$ cat src/rtl/dmem_arb_pkg.sv
// Shared definitions for the data-memory arbiter.
//   OWNER_CPU / OWNER_AUX : encoding of who owns an in-flight read response
//   STARVE_CNT_W          : width of the aux anti-starvation counter
package dmem_arb_pkg;

  localparam logic OWNER_CPU = 1'b0;
  localparam logic OWNER_AUX = 1'b1;

  localparam int STARVE_CNT_W = 4;

endpackage

$ cat src/rtl/arb_starve_ctr.sv
// Saturating anti-starvation counter for the auxiliary requester.
// Ports:
//   clk_i      : clock, rising edge
//   reset_i    : synchronous active-high reset, clears the count
//   inc_i      : count one more CPU win while aux waits
//   clr_i      : clear the count (takes precedence over inc_i)
//   at_limit_o : count has reached STARVE_LIMIT
module arb_starve_ctr
  import dmem_arb_pkg::*;
#(
  parameter int STARVE_LIMIT = 4
) (
  input  logic clk_i,
  input  logic reset_i,
  input  logic inc_i,
  input  logic clr_i,
  output logic at_limit_o
);

  localparam logic [STARVE_CNT_W-1:0] LIMIT_C = STARVE_CNT_W'(STARVE_LIMIT);

  logic [STARVE_CNT_W-1:0] cnt_reg;
  logic [STARVE_CNT_W-1:0] cnt_next;

  always_comb begin
    cnt_next = cnt_reg;
    if (clr_i) begin
      cnt_next = '0;
    end else if (inc_i && (cnt_reg != LIMIT_C)) begin
      cnt_next = cnt_reg + 1'b1;
    end
  end

  always_ff @(posedge clk_i) begin
    if (reset_i) begin
      cnt_reg <= '0;
    end else begin
      cnt_reg <= cnt_next;
    end
  end

  assign at_limit_o = (cnt_reg == LIMIT_C);

endmodule

$ cat src/rtl/dmem_arbiter.sv
// Two-master arbiter in front of the single-ported data memory.
// CPU has fixed priority; the auxiliary master (boot loader / debug DMA) is
// guaranteed a slot after STARVE_LIMIT consecutive CPU wins and may lock
// ownership for bursts. Read data (1-cycle latency) is steered back to the
// requester that issued the read.
// Ports:
//   clk_i, reset_i                       : clock, synchronous active-high reset
//   cpu_req/we/addr/wdata/mask_i         : CPU request, held until cpu_gnt_o
//   cpu_gnt_o, cpu_stall_o               : CPU grant, stall when request loses
//   cpu_rvalid_o, cpu_rdata_o            : CPU read response
//   aux_req/we/addr/wdata/mask/lock_i    : auxiliary request plus burst lock
//   aux_gnt_o, aux_rvalid_o, aux_rdata_o : auxiliary grant and response
//   mem_re/we/addr/wdata/mask_o          : memory request (zero when idle)
//   mem_rdata_i                          : memory read data, one cycle after re
module dmem_arbiter
  import dmem_arb_pkg::*;
#(
  parameter int ADDR_W       = 32,
  parameter int DATA_W       = 32,
  parameter int STARVE_LIMIT = 4
) (
  input  logic              clk_i,
  input  logic              reset_i,
  input  logic              cpu_req_i,
  input  logic              cpu_we_i,
  input  logic [ADDR_W-1:0] cpu_addr_i,
  input  logic [DATA_W-1:0] cpu_wdata_i,
  input  logic [3:0]        cpu_mask_i,
  output logic              cpu_gnt_o,
  output logic              cpu_stall_o,
  output logic              cpu_rvalid_o,
  output logic [DATA_W-1:0] cpu_rdata_o,
  input  logic              aux_req_i,
  input  logic              aux_we_i,
  input  logic [ADDR_W-1:0] aux_addr_i,
  input  logic [DATA_W-1:0] aux_wdata_i,
  input  logic [3:0]        aux_mask_i,
  input  logic              aux_lock_i,
  output logic              aux_gnt_o,
  output logic              aux_rvalid_o,
  output logic [DATA_W-1:0] aux_rdata_o,
  output logic              mem_re_o,
  output logic              mem_we_o,
  output logic [ADDR_W-1:0] mem_addr_o,
  output logic [DATA_W-1:0] mem_wdata_o,
  output logic [3:0]        mem_mask_o,
  input  logic [DATA_W-1:0] mem_rdata_i
);

  logic lock_owner_reg;
  logic lock_owner_next;
  logic rsp_pending_reg;
  logic rsp_owner_reg;
  logic starve_hit;
  logic cpu_win;
  logic aux_win;

  arb_starve_ctr #(
    .STARVE_LIMIT(STARVE_LIMIT)
  ) u_starve_ctr (
    .clk_i     (clk_i),
    .reset_i   (reset_i),
    .inc_i     (cpu_win & aux_req_i),
    .clr_i     (aux_win | ~aux_req_i),
    .at_limit_o(starve_hit)
  );

  // Priority chain: burst lock, sole requester, starvation relief, CPU.
  // Grants are forced low during reset so nothing reaches the memory.
  always_comb begin
    cpu_win = 1'b0;
    aux_win = 1'b0;
    if (!reset_i) begin
      if (lock_owner_reg && aux_req_i) begin
        aux_win = 1'b1;
      end else if (cpu_req_i && !aux_req_i) begin
        cpu_win = 1'b1;
      end else if (aux_req_i && !cpu_req_i) begin
        aux_win = 1'b1;
      end else if (cpu_req_i && aux_req_i && starve_hit) begin
        aux_win = 1'b1;
      end else if (cpu_req_i) begin
        cpu_win = 1'b1;
      end
    end
  end

  assign cpu_gnt_o   = cpu_win;
  assign aux_gnt_o   = aux_win;
  assign cpu_stall_o = cpu_req_i & ~cpu_win;

  // Memory request mux; idle cycles drive all-zero fields.
  always_comb begin
    mem_re_o    = 1'b0;
    mem_we_o    = 1'b0;
    mem_addr_o  = '0;
    mem_wdata_o = '0;
    mem_mask_o  = '0;
    if (cpu_win) begin
      mem_re_o    = ~cpu_we_i;
      mem_we_o    = cpu_we_i;
      mem_addr_o  = cpu_addr_i;
      mem_wdata_o = cpu_wdata_i;
      mem_mask_o  = cpu_mask_i;
    end else if (aux_win) begin
      mem_re_o    = ~aux_we_i;
      mem_we_o    = aux_we_i;
      mem_addr_o  = aux_addr_i;
      mem_wdata_o = aux_wdata_i;
      mem_mask_o  = aux_mask_i;
    end
  end

  // Lock is taken on a locked aux grant and released as soon as aux either
  // stops asking or stops asserting lock.
  always_comb begin
    lock_owner_next = lock_owner_reg;
    if (aux_win && aux_lock_i) begin
      lock_owner_next = 1'b1;
    end else if (!aux_lock_i || !aux_req_i) begin
      lock_owner_next = 1'b0;
    end
  end

  always_ff @(posedge clk_i) begin
    if (reset_i) begin
      lock_owner_reg  <= 1'b0;
      rsp_pending_reg <= 1'b0;
      rsp_owner_reg   <= OWNER_CPU;
    end else begin
      lock_owner_reg  <= lock_owner_next;
      rsp_pending_reg <= mem_re_o;
      rsp_owner_reg   <= aux_win ? OWNER_AUX : OWNER_CPU;
    end
  end

  // Gating with reset_i drops a response whose read was granted just
  // before reset was raised.
  assign cpu_rvalid_o = rsp_pending_reg & (rsp_owner_reg == OWNER_CPU) & ~reset_i;
  assign aux_rvalid_o = rsp_pending_reg & (rsp_owner_reg == OWNER_AUX) & ~reset_i;
  assign cpu_rdata_o  = cpu_rvalid_o ? mem_rdata_i : '0;
  assign aux_rdata_o  = aux_rvalid_o ? mem_rdata_i : '0;

endmodule

$ cat config.mk
export PLATFORM = sky130hd
export DESIGN_NAME = dmem_arbiter
export DESIGN_NICKNAME = d
export VERILOG_FILES = /design/src/rtl/dmem_arb_pkg.sv /design/src/rtl/arb_starve_ctr.sv /design/src/rtl/dmem_arbiter.sv
export SDC_FILE = /design/constraint.sdc
export NUM_CORES = 1
export LEC_CHECK = 0
export BUFFER_PORTS_ARGS = -buffer_cell sky130_fd_sc_hd__buf_4
export CAP_MARGIN = 30
export CORE_AREA = 2 2 121 123
export DETAILED_ROUTE_END_ITERATION = 12
export DIE_AREA = 0 0 123 125
export PLACE_DENSITY_LB_ADDON = 0.25
export SLEW_MARGIN = 20
export SYNTH_ARGS = -nofsm -noshare
export SYNTH_HDL_FRONTEND = slang
export SYNTH_SLANG_ARGS = --single-unit
export TNS_END_PERCENT = 50
$ cat constraint.sdc
create_clock -name clk_i -period 2.3 [get_ports clk_i]
set_clock_uncertainty 0.2 [all_clocks]
set_input_delay 0.46 -clock clk_i [delete_from_list [all_inputs] [get_ports clk_i]]
set_output_delay 0.46 -clock clk_i [all_outputs]
set_load 0.05 [all_outputs]
==> results of run 1 <==
logic make-up (layout without fill, tap and decap cells):
family,count (synthesis),count (layout)
buf+inv,29,349
xor+xnor,2,2
flops,7,7
compound gates,74,74
other cells,0,1
fa+ha+maj,2,2
simple gates,78,78
metrics by stage:
step	std cells	setup TNS [ns]
after global placement	680	-0.5573
after global routing	696	-17.52
after floorplan	192	-0.5622
final	697	-12.72
after CTS	684	-12.66
after detailed placement	680	-0.9900
worst paths after layout:
| check | from | end | slack [ns] |
|---|---|---|---|
| setup / recovery | u_starve_ctr.cnt_reg[0]$_SDFFE_PP0P_ | mem_addr_o[20] | -0.23 |
| hold / removal | aux_lock_i | lock_owner_reg$_SDFFE_PP0P_ | 0.23 |
| setup reg to reg | u_starve_ctr.cnt_reg[0]$_SDFFE_PP0P_ | rsp_pending_reg$_SDFF_PP0_ | 0.63 |
| hold reg to reg | u_starve_ctr.cnt_reg[0]$_SDFFE_PP0P_ | u_starve_ctr.cnt_reg[0]$_SDFFE_PP0P_ | 0.31 |
synthesized netlist by cell type:
cell type / instances / area share, %
a21boi_0: 2 / 1.0
a22o_1: 71 / 41
and2_1: 65 / 27
and3_1: 1 / 0.42
buf_2: 1 / 0.33
buf_4: 7 / 3.5
buf_6: 8 / 6.0
clkbuf_1: 6 / 1.5
dfxtp_1: 7 / 9.3
ha_1: 2 / 1.7
inv_1: 7 / 1.7
nand2_1: 1 / 0.25
nand3_1: 2 / 0.67
nand3b_1: 1 / 0.50
nor2_1: 4 / 1.0
nor2b_1: 3 / 1.2
nor3b_1: 1 / 0.50
o2111a_1: 1 / 0.75
xnor2_1: 1 / 0.58
xor2_1: 1 / 0.58
power breakdown:
group,internal (mW),switching [mW]
combinational,0.491,0.566
sequential,0.126,0.00202
clock,0.231,0.0681
total,0.847,0.636
worst max-delay path, stage by stage, from the launching register on:
cell and delay [ns]:
dfxtp_2 0.31, inv_2 0.06, ha_4 0.13, nand3b_1 0.10, o2111a_2 0.32, buf_12 0.15
clkbuf_16 0.15, a22o_1 0.24, buf_6 0.15
what timing repair did:
action / CTS / global route
cloned: 0 / 10
gates resized for setup: 75 / 15
pin swaps: 7 / 23
setup buffers: 0 / 2
setup endpoints to repair: 73 / 73
per-layer routing:
metal  part of all wire (%)  vias to the layer above  global-route usage [%]
met5                      0                        -                       0
met4                    1.2                        0                   2.674
met3                     10                        7                   2.235
met2                     54                      211                   21.71
met1                     35                     1265                   11.73
li1                       -                     1347                       -
cell usage in the layout, fill, tap and decap left out, drive strengths merged:
master | netlist | routed
a21boi | 2 | 2
a22o | 71 | 71
and2 | 65 | 65
and3 | 1 | 1
buf | 16 | 333
clkbuf | 6 | 9
dfxtp | 7 | 7
diode | 0 | 1
ha | 2 | 2
inv | 7 | 7
nand2 | 1 | 1
nand3 | 2 | 2
nand3b | 1 | 1
nor2 | 4 | 4
nor2b | 3 | 3
nor3b | 1 | 1
o2111a | 1 | 1
xnor2 | 1 | 1
xor2 | 1 | 1
area by class of cell:
type | count | area (sq um) | share of cell area [%]
Inverter | 7 | 26.28 | 0.5547
Antenna cell | 1 | 2.502 | 0.05283
Sequential cell | 7 | 142.6 | 3.011
Clock buffer | 4 | 78.83 | 1.664
Multi-Input combinational cell | 156 | 1214 | 25.62
Timing Repair Buffer | 338 | 3043 | 64.24
Tap cell | 184 | 230.2 | 4.860
==> flow_summary.json, run 1 <==
{
  "r2r_cells": 6,
  "cts_buffer_depth": 2,
  "ys_seq_elements": 7,
  "drtPass1Iterations": 4,
  "run_status": "complete, but fails checks",
  "required_ns": 1.64,
  "tightest_slew_ns": 0.2235,
  "largest_reg_flops": 4,
  "violations": "negative setup slack",
  "gp_congestion": 0.8290,
  "drv_cap": 0,
  "cts_made_buffers": 3,
  "max_freq_mhz": 395.6,
  "worst_slack_ns": -0.2278,
  "stdcell_area_sq_mm": 0.004737,
  "hp-class": "input pin to flop",
  "finalHoldViolCount": 0,
  "grt-ovfl-total": 0,
  "drc": 0,
  "synth_seq_area_share_pct": 9.326,
  "area_delta_synth_final_pct": 215.2,
  "die-area_sq_mm": 0.01538,
  "cp_max_fo": 8,
  "syn_area_per_cell_sq_um": 7.827,
  "vias": 2830,
  "cts_hold_buf": 0,
  "grt_start_max_net_pins": 63,
  "whs_ns": 0.2268,
  "place_area_sq_mm": 0.004100,
  "clk_pin_slew_ns": 0.04,
  "rsz0062_at_grt": "yes",
  "syn-num-nets": 369,
  "finalSetupViolCount": 72,
  "synthMuxAreaShare_pct": 0,
  "dp_slack_ns": -0.04855,
  "ir_drop_uv": 173.7,
  "wl_microns": 11250,
  "slew_violations": 0,
  "syn-cell-area_sq_mm": 0.001503,
  "worstSetupPathType": "flop to output port",
  "htreeDepth": 1,
  "total_power_mw": 1.483,
  "antenna_found_initial": 0,
  "grt_pass1_wl_microns": 13460,
  "clock_sinks": 7,
  "synth_fa_ha_area_share_pct": 1.665,
  "die_w_microns": 123,
  "ios": 314,
  "synth_compound_area_share_pct": 43.13,
  "hold_depth": 2,
  "synth_cell_types": 20,
  "cts-root-buf": "clkbuf_16",
  "initial_utilization_pct": 10.58,
  "yosys.area_share.simple_pct": 31.64,
  "p_leak_nw": 2.471,
  "synth_xor_area_share_pct": 1.166,
  "netlist_instances": 192,
  "rows": 44,
  "relSlewSlack_pct": 85.03,
  "ant_nets": 0,
  "synth_top_family_by_area": "compound AO/OA/AOI/OAI gates",
  "wl_per_cell_microns": 16.14,
  "io_buffers": 313,
  "startpoint_type": "flop",
  "cts_tree": "built",
  "drt_iter0_drc": 35,
  "grt_usage_pct": 11.05,
  "hpwl_microns": 8379,
  "fill_cells": 1497,
  "clkLatencyLatePin_ns": 0.23,
  "power.density_mw_per_mm2": 313.0,
  "endpoint_kind": "output port",
  "first_global_vias": 2683,
  "period_share_pct": 109.9,
  "layout_min_cycle_time_ns": 2.528,
  "viasPerCell": 4.060,
  "final_nets": 690,
  "chipHeight_microns": 125,
  "yosys_warnings": 0,
  "coreArea_sq_mm": 0.01420,
  "post-route-util_pct": 33.35,
  "drive_gt1_share_pct": 69.92,
  "cp.arrival_ns": 1.87
}
Power figures use the tool's default switching activity.
==> run 2: changes to the inputs <==
==> constraint.sdc (replaced) <==
create_clock -name clk_i -period 2.9 [get_ports clk_i]
set_clock_uncertainty 0.2 [all_clocks]
set_input_delay 0.58 -clock clk_i [delete_from_list [all_inputs] [get_ports clk_i]]
set_output_delay 0.58 -clock clk_i [all_outputs]
set_load 0.05 [all_outputs]
==> flow_summary.json, run 2 (synthesized netlist as in run 1, its figures left out) <==
{
  "drive_gt1_share_pct": 66.13,
  "gp_congestion": 0.7864,
  "die-area_sq_mm": 0.01538,
  "wl_per_cell_microns": 13.49,
  "largest_reg_flops": 4,
  "antenna_found_initial": 0,
  "io_buffers": 313,
  "drt_iter0_drc": 31,
  "ios": 314,
  "relSlewSlack_pct": 78.02,
  "rsz0062_at_grt": "no",
  "vias": 2700,
  "path_cells": "inv_1 > ha_1 > nand3b_1 > buf_4 > a21boi_4 > buf_12 > a22o_1 > buf_4",
  "cpPeakStageDelay_ns": 0.33,
  "grt_usage_pct": 10.10,
  "cts_buffer_depth": 2,
  "antenna_cells": 0,
  "viasPerCell": 3.971,
  "total_power_mw": 1.059,
  "tightest_slew_ns": 0.3297,
  "die_w_microns": 123,
  "chipHeight_microns": 125,
  "finalHoldViolCount": 0,
  "grt_pass1_wl_microns": 12610,
  "required_ns": 2.12,
  "hp-class": "flop to flop",
  "htreeDepth": 1,
  "worstSetupPathType": "flop to output port",
  "initial_utilization_pct": 10.58,
  "period_share_pct": 95.43,
  "power.density_mw_per_mm2": 257.0,
  "run_status": "finished clean",
  "drc": 0,
  "startpoint_type": "flop",
  "clock_sinks": 7,
  "endpoint_kind": "output port",
  "layout_min_cycle_time_ns": 2.768,
  "crit_slowest_cell": "dfxtp_1",
  "finalSetupViolCount": 0,
  "cts-root-buf": "clkbuf_16",
  "coreArea_sq_mm": 0.01420,
  "cp.arrival_ns": 1.99,
  "cp_max_fo": 73,
  "wl_microns": 9176,
  "cts_tree": "built",
  "area_delta_synth_final_pct": 174.4,
  "slew_violations": 0,
  "hpwl_microns": 7647,
  "clk_pin_slew_ns": 0.03,
  "ant_nets": 0,
  "cpMostUsedCell": "buf_4",
  "p_leak_nw": 2.255,
  "first_global_vias": 2616,
  "max_freq_mhz": 361.3,
  "layout_commonest_cell": "buf_4",
  "cts_made_buffers": 3,
  "cpLargestDelayFamily": "buffers and inverters",
  "drtPass1Iterations": 3,
  "grt_start_max_net_pins": 74,
  "fin_setup_tns_ns": 0,
  "layout_common_cells": "buf_4, a22o_1, and2_1",
  "rows": 44,
  "ir_drop_uv": 187.1,
  "grt-ovfl-total": 0,
  "clkLatencyLatePin_ns": 0.23,
  "crit_buf_inv": 4,
  "drv_cap": 0,
  "final_nets": 674
}
[run 2: changes by cell type in the layout (fill, tap and decap cells not counted), sizes merged]
| cell | delta |
|---|---|
| clkbuf | -4 |
| diode | -1 |
| buf | -12 |
[run 2: cell type report]
| cell class | count | area (sq um) |
|---|---|---|
| flip-flops and latches | 7 | 140.1 |
| multi-input cells | 156 | 1184 |
| fillers | 1522 | 10080 |
| clock buffers | 4 | 78.83 |
| repair buffers | 322 | 2464 |
| inverters | 7 | 26.28 |
| well taps | 184 | 230.2 |
[run 2: path summary, 6_finish.rpt]
path,startpoint,end,slack [ns],cells past startpoint
hold reg to reg,u_starve_ctr.cnt_reg[0]$_SDFFE_PP0P_,u_starve_ctr.cnt_reg[0]$_SDFFE_PP0P_,0.28,1
hold / removal,u_starve_ctr.cnt_reg[0]$_SDFFE_PP0P_,u_starve_ctr.cnt_reg[0]$_SDFFE_PP0P_,0.28,1
setup reg to reg,u_starve_ctr.cnt_reg[0]$_SDFFE_PP0P_,rsp_pending_reg$_SDFF_PP0_,1.02,6
setup / recovery,u_starve_ctr.cnt_reg[0]$_SDFFE_PP0P_,mem_wdata_o[0],0.13,8
[run 2: metrics by stage]
stage	util [%]	cell area (sq um)	hold slack (ns)	setup slack [ns]	cells
2_1_floorplan	-	1503	0.2300	0.04181	192
3_3_place_gp	28.11	3993	0.2450	0.2623	672
3_5_place_dp	28.11	3993	0.2803	0.2014	672
4_1_cts	28.77	4086	0.2884	0.003442	678
5_1_grt	29.03	4123	0.3145	0.004234	680
6_report	29.03	4123	0.2768	0.1325	680
[run 2: per-layer routing]
metal / global-route usage [%] / part of all wire, % / vias up
met1: 9.766 / 33 / 1207
li1: - / - / 1309
met4: 1.070 / 0.52 / 0
met2: 21.19 / 54 / 180
met5: 0 / 0 / -
met3: 2.646 / 12 / 4
[run 2: power breakdown]
group / switching, mW / total, mW / leakage, nW / internal (mW)
registers: 0.00159 / 0.101 / 0.0570 / 0.0996
logic: 0.414 / 0.727 / 2.16 / 0.313
clock network: 0.0483 / 0.231 / 0.0382 / 0.183
[run 2: repair_timing]
item,in CTS,in global routing
cloned,0,1
endpoints found under the setup margin,4,65
hold buffers,0,0
resized for setup,0,1
setup buffers,2,1
pin swaps,1,1
